## src/rtl/iterative_normalizer.sv

```systemverilog
// Multi-cycle leading-zero normalizer: binary search for the left-shift that
// moves the first set bit to the MSB, one log2 stage per clock.
module iterative_normalizer #(
    parameter int N = 32,
    parameter int M = 5
) (
    input  logic         clock,
    input  logic         reset,
    input  logic         start,
    input  logic [N-1:0] in,
    output logic [N-1:0] out,
    output logic [M-1:0] count,
    output logic         zero,
    output logic         busy,
    output logic         ready
);

    typedef enum logic [1:0] {
        IDLE = 2'd0,
        RUN  = 2'd1,
        DONE = 2'd2
    } state_t;

    localparam logic [M-1:0] K_LAST = M'(M - 1);
    localparam logic [M-1:0] ONE_M  = M'(1);

    state_t       state_r;
    logic [N-1:0] work_r;
    logic [M-1:0] cnt_r;
    logic [M-1:0] k_r;

    logic [M-1:0] step_s;
    logic [N-1:0] hi_mask_s;
    logic [N-1:0] work_nxt_s;
    logic [M-1:0] cnt_nxt_s;
    logic         zero_nxt_s;

    // One search stage: shift by 2**k when the top 2**k bits are all clear.
    always_comb begin
        step_s     = ONE_M << k_r;
        hi_mask_s  = ~({N{1'b1}} >> step_s);
        work_nxt_s = work_r;
        cnt_nxt_s  = cnt_r;
        if ((work_r & hi_mask_s) == {N{1'b0}}) begin
            work_nxt_s = work_r << step_s;
            cnt_nxt_s  = cnt_r + step_s;
        end else begin
            work_nxt_s = work_r;
            cnt_nxt_s  = cnt_r;
        end
        zero_nxt_s = (work_nxt_s == {N{1'b0}});
    end

    // Control FSM, search datapath and registered result outputs.
    always_ff @(posedge clock or posedge reset) begin
        if (reset) begin
            state_r <= IDLE;
            work_r  <= {N{1'b0}};
            cnt_r   <= {M{1'b0}};
            k_r     <= {M{1'b0}};
            out     <= {N{1'b0}};
            count   <= {M{1'b0}};
            zero    <= 1'b0;
            busy    <= 1'b0;
            ready   <= 1'b0;
        end else begin
            case (state_r)
                IDLE, DONE: begin
                    ready <= 1'b0;
                    if (start) begin
                        state_r <= RUN;
                        work_r  <= in;
                        cnt_r   <= {M{1'b0}};
                        k_r     <= K_LAST;
                        busy    <= 1'b1;
                    end else begin
                        state_r <= IDLE;
                        busy    <= 1'b0;
                    end
                end
                RUN: begin
                    work_r <= work_nxt_s;
                    cnt_r  <= cnt_nxt_s;
                    if (k_r == {M{1'b0}}) begin
                        state_r <= DONE;
                        busy    <= 1'b0;
                        ready   <= 1'b1;
                        out     <= work_nxt_s;
                        zero    <= zero_nxt_s;
                        // An all-zero operand walks every stage; its count is meaningless.
                        count   <= zero_nxt_s ? {M{1'b0}} : cnt_nxt_s;
                    end else begin
                        k_r   <= k_r - ONE_M;
                        ready <= 1'b0;
                    end
                end
                default: begin
                    state_r <= IDLE;
                    busy    <= 1'b0;
                    ready   <= 1'b0;
                end
            endcase
        end
    end

endmodule
```

## config.mk

```make
export PLATFORM = sky130hd
export DESIGN_NAME = iterative_normalizer
export DESIGN_NICKNAME = d
export VERILOG_FILES = /design/src/rtl/iterative_normalizer.sv
export SDC_FILE = /design/constraint.sdc
export NUM_CORES = 1
export LEC_CHECK = 0
export ABC_AREA = 0
export CAP_MARGIN = 10
export CORE_MARGIN = 2
export CORE_UTILIZATION = 50
export CTS_CLUSTER_DIAMETER = 200
export DETAILED_ROUTE_END_ITERATION = 6
export PLACE_DENSITY_LB_ADDON = 0.1
export SLEW_MARGIN = 40
export SYNTH_ARGS = -nofsm -noshare
export SYNTH_HDL_FRONTEND = slang
export SYNTH_SLANG_ARGS = --single-unit
```

## constraint.sdc

```tcl
create_clock -name clock -period 8.5 [get_ports clock]
set_clock_uncertainty 0.05 [all_clocks]
set_input_delay 0.85 -clock clock [delete_from_list [all_inputs] [get_ports clock]]
set_output_delay 0.85 -clock clock [all_outputs]
set_load 0.05 [all_outputs]
```

# After elaboration in Yosys (flattened, before gate mapping)
# Index checks and enable logic that the tools add are counted.
[totals] ff_bits=84 input_bits=35 out_inout_bits=40 wordCells=48
[classes] addsub=2 eq_ne=5 n_shift=3 mux=18 bitwise_logic=2 n_reduce_logical=9
[op_table] op="32-bit logical NOT" n=2
[op_table] op="32-bit 2-to-1 mux" n=2
[op_table] op="32-bit case mux with 2 select lines" n=1
[op_table] op="32-bit AND" n=1
[op_table] op="32-bit NOT" n=1
[op_table] op="32-bit by 5-bit << shifter with 32-bit output" n=1
[op_table] op="32-bit by 5-bit >> shifter with 32-bit output (first input constant)" n=1
[op_table] op="5-bit 2-to-1 mux" n=5
[op_table] op="5-bit case mux with 2 select lines" n=2
[op_table] op="2-bit inequality test (second input constant)" n=3
[op_table] op="5-bit adder" n=1
[op_table] op="5-bit logical NOT" n=1
[op_table] op="1-bit 2-to-1 mux" n=5
[op_table] op="1-bit by 5-bit << shifter with 5-bit output (first input constant)" n=1
[op_table] op="5-bit by 1-bit subtractor with 5-bit output (second input constant)" n=1
[op_table] op="2-bit case mux with 2 select lines" n=1
[op_table] op="2-bit AND reduction" n=2
[op_table] op="3-bit AND reduction" n=1
[op_table] op="2-bit by 1-bit equality test with 1-bit output (second input constant)" n=1
[op_table] op="2-bit equality test (second input constant)" n=1
[op_table] op="2-bit logical NOT" n=1
[op_table] op="2-bit 2-to-1 mux" n=1
[op_table] op="1-bit case mux with 2 select lines" n=1
[op_table] op="2-bit nonzero test" n=1
[op_table] op="2-bit OR reduction" n=1

# Depth between registers and ports, before layout
# Gate-level depths: netlist of the first run.
[logic_depth] word_depth=8 depth_mapped=15 ltp_nobuf=12

# Worst setup path after synthesis of the first run
# OpenSTA, ideal clock, no wires.
[synth_path] kind="reg2reg" from="register k_r[2]" to="register count[4]" setup_ns=0.087 arrival_ns=2.759 required_ns=8.363 slack_ns=5.604 stages_incl_launch_ff=16 n_path_buf=3 period_less_slack_ns=2.896 cell_sequence="dfrtp_1 -> buf_4 -> or3_1 -> buf_2 -> clkbuf_1 -> nor2_1 -> ha_1 -> inv_1 -> fa_1 -> inv_1 -> a21o_1 -> a21oi_1 -> xnor2_1 -> nand2_1 -> xor2_1 -> a211oi_2"
[synth_between] elab_chain_len=8 word_cells_on_any_way=13 cone_classes="add/sub (1); shift (3); mux (3); bitwise (2); reduce/logical (4)"
[synth_rtl] item="from (decl)" line="30" source="logic [M-1:0] k_r;"
[synth_rtl] item="from (signal assigned)" line="60" source="k_r <= {M{1'b0}};"
[synth_rtl] item="from (signal assigned)" line="93" source="k_r <= k_r - ONE_M;"
[synth_rtl] item="1-bit by 5-bit << shifter with 5-bit output" line="40" source="step_s = ONE_M << k_r;"
[synth_rtl] item="32-bit by 5-bit >> shifter with 32-bit output" line="41" source="hi_mask_s = ~({N{1'b1}} >> step_s);"
[synth_rtl] item="32-bit NOT" line="41"
[synth_rtl] item="32-bit AND" line="44" source="if ((work_r & hi_mask_s) == {N{1'b0}}) begin"
[synth_rtl] item="32-bit logical NOT" line="44"
[synth_rtl] item="32-bit 2-to-1 mux" line="44"
[synth_rtl] item="32-bit logical NOT" line="51" source="zero_nxt_s = (work_nxt_s == {N{1'b0}});"
[synth_rtl] item="5-bit 2-to-1 mux" line="91" source="count <= zero_nxt_s ? {M{1'b0}} : cnt_nxt_s;"
[synth_rtl] item="to (signal assigned)" line="62" source="count <= {M{1'b0}};"
[synth_rtl] item="to (signal assigned)" line="91"
[synth_rtl] item="to (decl)" line="12" source="output logic [M-1:0] count,"
# Parallel ways exist; a longest one is shown, timed or not.
# A chain may end at the register's enable or synchronous reset.

# Final worst setup path of the first run
[layout_path] from="register k_r[2]" to="register count[0]"
# Same word-level chain as after synthesis.

==> reports/qor.yml, run 1 <==
drcViolationCount: 2
r2r_cells: 9
drv_cap: 0
drive_gt1_share_pct: 12.0
final-setup-viol-count: 0
htree_levels: 3
crit_start: "k_r[2]$_DFFE_PP0P_"
cts_tree: "done"
dr.pass1.iters: 7
synth_edf_count: 0
syn_inst: 649
fin_tns_setup_ns: 0
area_growth_pct: 18.6
clock_latency_ns: 0.36
timing.fmax_ghz: 0.250
drv_slew: 0
synth_top_area_share_pct: 36.7
syn_area_per_cell_um2: 8.72
port_buffers: 74
hpwl_um: 14000
reg2reg_setup_slack_ns: 4.49
fill_cells: 1008
synth.distinct_cells: 75
synth_seq_cells: 83
core_um2: 10900
synth-main-ff-cell: "dfrtp_1"
syn_nets: 691
cpPeakStageDelay_ns: 0.81
criticalPathCategory: "flop to flop"
overflow: 0
ctsHoldBuffers: 0
wl_per_cell_um: 24.0
cp_slowest_cell: "dfrtp_1"
crit_chain: "or3b_1 > a21oi_1 > a222oi_1 > buf_4 > nand2_2 > o2bb2ai_1 > nor3_2 > and4_1 > a311oi_2"
clk_pin_slew_ns: 0.07
cts_root_buf: "clkbuf_16"
gp_congestion: 1.02
post-route-min-period_ns: 4.01
nets: 728
routed_via_density: 6.68
synth_seq_area_share_pct: 36.7
start_util_pct: 51.7
mappedNetlistArea_um2: 5660
postLayoutCoreUtil_pct: 61.4
die_height_um: 110
status: "finished with violations"
timing.rr.end: "count[0]$_DFFE_PP0P_"
path_depth: 9
endpoint_kind: "flop"
finalCritPeriodShare_pct: 47.1
endpoint: "count[0]$_DFFE_PP0P_"
io_pins: 75
vias: 5547
n_antenna_cell: 0
critical_path_buf_inv_count: 1
cts_made_buffers: 9
hold_class: "flop to flop"
max-clock-path-buffers: 2
grt_pass1_wl_um: 30800
hold-worst-slack_ns: 0.433
synth_area_leader_cell: "dfrtp_1"
violations: "design-rule violations"
cts_setup_buffers: 0
drt-total-wl_um: 19900
antenna_found_initial: 0
final_hold_viol_count: 0
reg2reg_from: "k_r[2]$_DFFE_PP0P_"
path_delay_family: "simple AND/OR/NAND/NOR gates"
ys_async_sr_fraction_pct: 100
ys.warnings.count: 0
die_x_um: 110
cp-start-kind: "flop"
rsz0062_at_grt: "no"
synth_area_leaders: "dfrtp_1, nand2_1, o21ai_0"
grt_pass1_vias: 5294
drtIter0Drc: 632
grt_usage_pct: 34.5
final_common_cell: "nand2_1"
row_count: 38
dieArea_um2: 12200
ant_nets: 0
required_ns: 8.65
worst_pin_slew_ns: 0.830
crit_arrival_ns: 4.16
clock-sinks: 83
cp_max_fo: 37
final_cell_mix: "nand2_1, dfrtp_1, clkdlybuf4s50_1"
slew_headroom_pct: 44.6
grt_start_max_net_pins: 61
cts_resized: 0
Yosys cell counts (4+ instances only):
cell type	count
a21oi_1	38
o2bb2ai_1	6
mux4_2	11
mux2_2	17
o21ai_0	58
o31ai_1	4
or3b_2	4
a222oi_1	4
a21o_1	4
mux2i_1	22
a31oi_1	8
ha_1	6
nor3_1	14
xnor2_1	5
nor2_1	53
dfrtp_1	83
or3_1	5
nand2_1	100
nor2b_1	6
buf_2	16
inv_1	15
nor4_1	4
a221o_1	6
a211oi_1	5
o211ai_1	6
nand2b_1	4
a22oi_1	26
clkbuf_1	36
nand3_1	11
per-stage QoR:
| step | worst slack [ns] | std cells | instance area [µm²] |
|---|---|---|---|
| after floorplan | 5.46 | 649 | 5660 |
| after global placement | 4.66 | 814 | 6400 |
| after detailed placement | 4.62 | 815 | 6400 |
| after CTS | 4.60 | 831 | 6710 |
| after global routing | 4.25 | 831 | 6710 |
| final | 4.49 | 831 | 6710 |
cells by family after synthesis:
logic type | after synthesis | synth area share (%)
compound gates | 197 | 23.5
mux | 50 | 11.7
fa+ha+maj | 7 | 1.68
xor+xnor | 7 | 1.08
flops | 83 | 36.7
simple gates | 227 | 19.2
buf+inv | 78 | 6.15
worst register-to-register path, stage by stage (launching register included):
cell	delay, ns
dfrtp_1	0.81
or3b_1	0.54
a21oi_1	0.48
a222oi_1	0.17
buf_4	0.22
nand2_2	0.60
o2bb2ai_1	0.27
nor3_2	0.22
and4_1	0.42
a311oi_2	0.07
per-layer routing:
layer | track usage, % | share of wire [%]
met5 | 0 | 0
met4 | 15.9 | 3.4
met3 | 6.35 | 9.7
met2 | 53.2 | 47
met1 | 47.0 | 40
worst min path at each step:
stage | to | slack [ns] | depth (start not counted) | start
finish | out[4]$_DFFE_PP0P_ | 0.43 | 2 | out[4]$_DFFE_PP0P_
global route | out[4]$_DFFE_PP0P_ | 0.45 | 2 | out[4]$_DFFE_PP0P_
CTS | out[13]$_DFFE_PP0P_ | 0.43 | 2 | out[13]$_DFFE_PP0P_
floorplan | cnt_r[4]$_DFFE_PP0P_ | 0.42 | 1 | cnt_r[4]$_DFFE_PP0P_
global placement | out[10]$_DFFE_PP0P_ | 0.41 | 2 | out[10]$_DFFE_PP0P_
detailed placement | out[19]$_DFFE_PP0P_ | 0.42 | 2 | out[19]$_DFFE_PP0P_
layout make-up:
type | instances | area [µm²] | share of cell area, %
clock buffers | 10 | 239 | 3.56
clock inverters | 6 | 62.6 | 0.932
inverters | 16 | 61.3 | 0.914
multi-input cells | 488 | 3250 | 48.4
flip-flops and latches | 83 | 2080 | 31.0
well taps | 140 | 175 | 2.61
repair buffers | 88 | 847 | 12.6
flip-flops by register name (all words and copies together) (netlist names):
register	cells
count	5
ready	1
state_r	2
cnt_r	5
work_r	32
zero	1
k_r	5
out	32
Power of run 1 is left out: the tool's default activity adds up to more than one toggle a clock period on the data nets, which glitch-free logic cannot reach.
==> inputs of run 2 (changes only) <==
==> constraint.sdc (replaced) <==
create_clock -name clock -period 3.5 [get_ports clock]
set_clock_uncertainty 0.05 [all_clocks]
set_input_delay 0.35 -clock clock [delete_from_list [all_inputs] [get_ports clock]]
set_output_delay 0.35 -clock clock [all_outputs]
set_load 0.05 [all_outputs]
==> run 2 against run 1 <==
The flow now finishes without violations. Design area is 4.5% higher. Worst hold slack lost 0.12 ns. Global-route usage increased by 1.5 points. First-iteration DRC count up 20%. Non-clock buffer count up 40. Core utilization up 2.7 points. Critical path depth increased by 1. Sequential share of layout area decreased by 1.3 points. Via count rose by 4.5%. Maximum frequency grew 25%. Final cell count rose by 4.8%. Critical path type unchanged. Highest routed layer unchanged.
==> reports/qor.yml, run 2 (synthesized netlist as in run 1, its figures left out) <==
ant_nets: 0  # unchanged
worst_pin_slew_ns: 0.756  # -0.0745 ns
nets: 768  # +5.5%
top_regs: "out: 32 flops, work_r: 32 flops"
dr.pass1.iters: 6  # -1
post-route-min-period_ns: 3.20  # -0.807 ns
core_um2: 10900  # unchanged
port_buffers: 74  # unchanged
die_height_um: 110  # unchanged
io_pins: 75  # unchanged
final-setup-viol-count: 0  # unchanged
status: "finished clean"
drtIter0Drc: 761  # +20%
area_growth_pct: 23.9
r2r_cells: 10  # +1
clock-sinks: 83  # unchanged
routed_via_density: 6.65  # -0.34%
max-clock-path-buffers: 2  # unchanged
drive_gt1_share_pct: 16.7  # +4.7 points
wl_per_cell_um: 23.8  # -0.53%
cp_max_fo: 16  # -57%
criticalPathCategory: "flop to flop"
slew_headroom_pct: 49.6  # +5.0 points
hpwl_um: 15200  # +8.6%
htree_levels: 3  # unchanged
drv_cap: 0  # unchanged
grt_pass1_vias: 5521  # +4.3%
timing.rr.end: "count[0]$_DFFE_PP0P_"
drv_slew: 0  # unchanged
reg2reg_from: "k_r[0]$_DFFE_PP0P_"
grt_start_max_net_pins: 54  # -11%
place_area_um2: 6730  # +5.1%
gp_congestion: 1.01  # -0.94%
endpoint_kind: "flop"
rsz0062_at_grt: "no"
cts_setup_buffers: 0  # unchanged
required_ns: 3.66  # -4.99 ns
final_common_cell: "nand2_1"
clk_pin_slew_ns: 0.07  # about the same
drt-total-wl_um: 20800  # +4.3%
hold_class: "primary input to asynchronous set/reset pin"
grt_pass1_wl_um: 32100  # +4.3%
reg2reg_setup_slack_ns: 0.30  # -4.19 ns
final_cell_mix: "nand2_1, dfrtp_1, clkdlybuf4s50_1"
final_hold_viol_count: 0  # unchanged
finalCritPeriodShare_pct: 91.4  # +44 points
n_antenna_cell: 0  # unchanged
drcViolationCount: 0  # -2
ctsHoldBuffers: 0  # unchanged
die_x_um: 110  # unchanged
fill_cells: 934  # -7.3%
crit_start: "k_r[0]$_DFFE_PP0P_"
clock_latency_ns: 0.36  # about the same
cts_tree: "done"
cts_resized: 0  # unchanged
crit_arrival_ns: 3.36  # -0.80 ns
antenna_found_initial: 0  # unchanged
overflow: 0  # unchanged
fin_tns_setup_ns: 0  # unchanged
grt_usage_pct: 36.0  # +1.5 points
design_area_um2: 7010  # +4.5%
dieArea_um2: 12200  # unchanged
timing.fmax_ghz: 0.313  # +25%
cts_root_buf: "clkbuf_16"
cp-start-kind: "flop"
vias: 5794  # +4.5%
cts_made_buffers: 9  # unchanged
start_util_pct: 51.7  # unchanged
row_count: 38  # unchanged
-- run 2: cell count changes in the layout (fill, tap and decap cells not counted), sizes merged --
cell / previous run / this run
clkinvlp: 0 / 1
bufinv: 1 / 0
inv: 16 / 15
buf: 14 / 54
clkinv: 5 / 6
-- run 2: how the worst max path moves through the flow --
| stage | end | cells after the start |
|---|---|---|
| global placement | count[3]$_DFFE_PP0P_ | 10 |
| CTS | count[4]$_DFFE_PP0P_ | 12 |
| floorplan | count[4]$_DFFE_PP0P_ | 15 |
| detailed placement | count[0]$_DFFE_PP0P_ | 10 |
| finish | count[0]$_DFFE_PP0P_ | 10 |
| global route | count[4]$_DFFE_PP0P_ | 13 |
-- run 2: cell type report --
| class | count | area, µm² | share of cell area [%] |
|---|---|---|---|
| inverters | 16 | 61.3 | 0.875 |
| clock inverters | 6 | 40.0 | 0.571 |
| well taps | 140 | 175 | 2.50 |
| flip-flops and latches | 83 | 2080 | 29.7 |
| multi-input cells | 488 | 3240 | 46.3 |
| clock buffers | 10 | 239 | 3.41 |
| repair buffers | 128 | 1170 | 16.7 |
-- run 2: layer usage --
layer / global-route usage (%) / vias up / wire, µm
li1: - / 2517 / -
met1: 48.8 / 2802 / 8350
met2: 56.4 / 397 / 9450
met3: 6.94 / 78 / 2090
met4: 15.0 / 0 / 884
met5: 0 / - / 0
-- run 2: stage by stage --
stage | hold WS (ns) | worst slack [ns] | instances | util (%)
after CTS | 0.345 | 0.235 | 871 | 64.1
after floorplan | 0.415 | 0.604 | 649 | -
final | 0.309 | 0.300 | 871 | 64.1
after global routing | 0.394 | 0.165 | 871 | 64.1
after detailed placement | 0.419 | 0.265 | 855 | 61.5
after global placement | 0.409 | 0.276 | 855 | 61.5
-- run 2: critical path, cell delays in order, from the launching register on --
cell and delay, ns:
dfrtp_2 0.52, or2_4 0.31, a311o_1 0.36, a222oi_1 0.35, buf_4 0.25, nand3_1 0.24
o2bb2ai_1 0.34, nor3_2 0.18, and4_1 0.22, buf_4 0.18, a311oi_2 0.05
Power of run 2 is left out for the same reason.
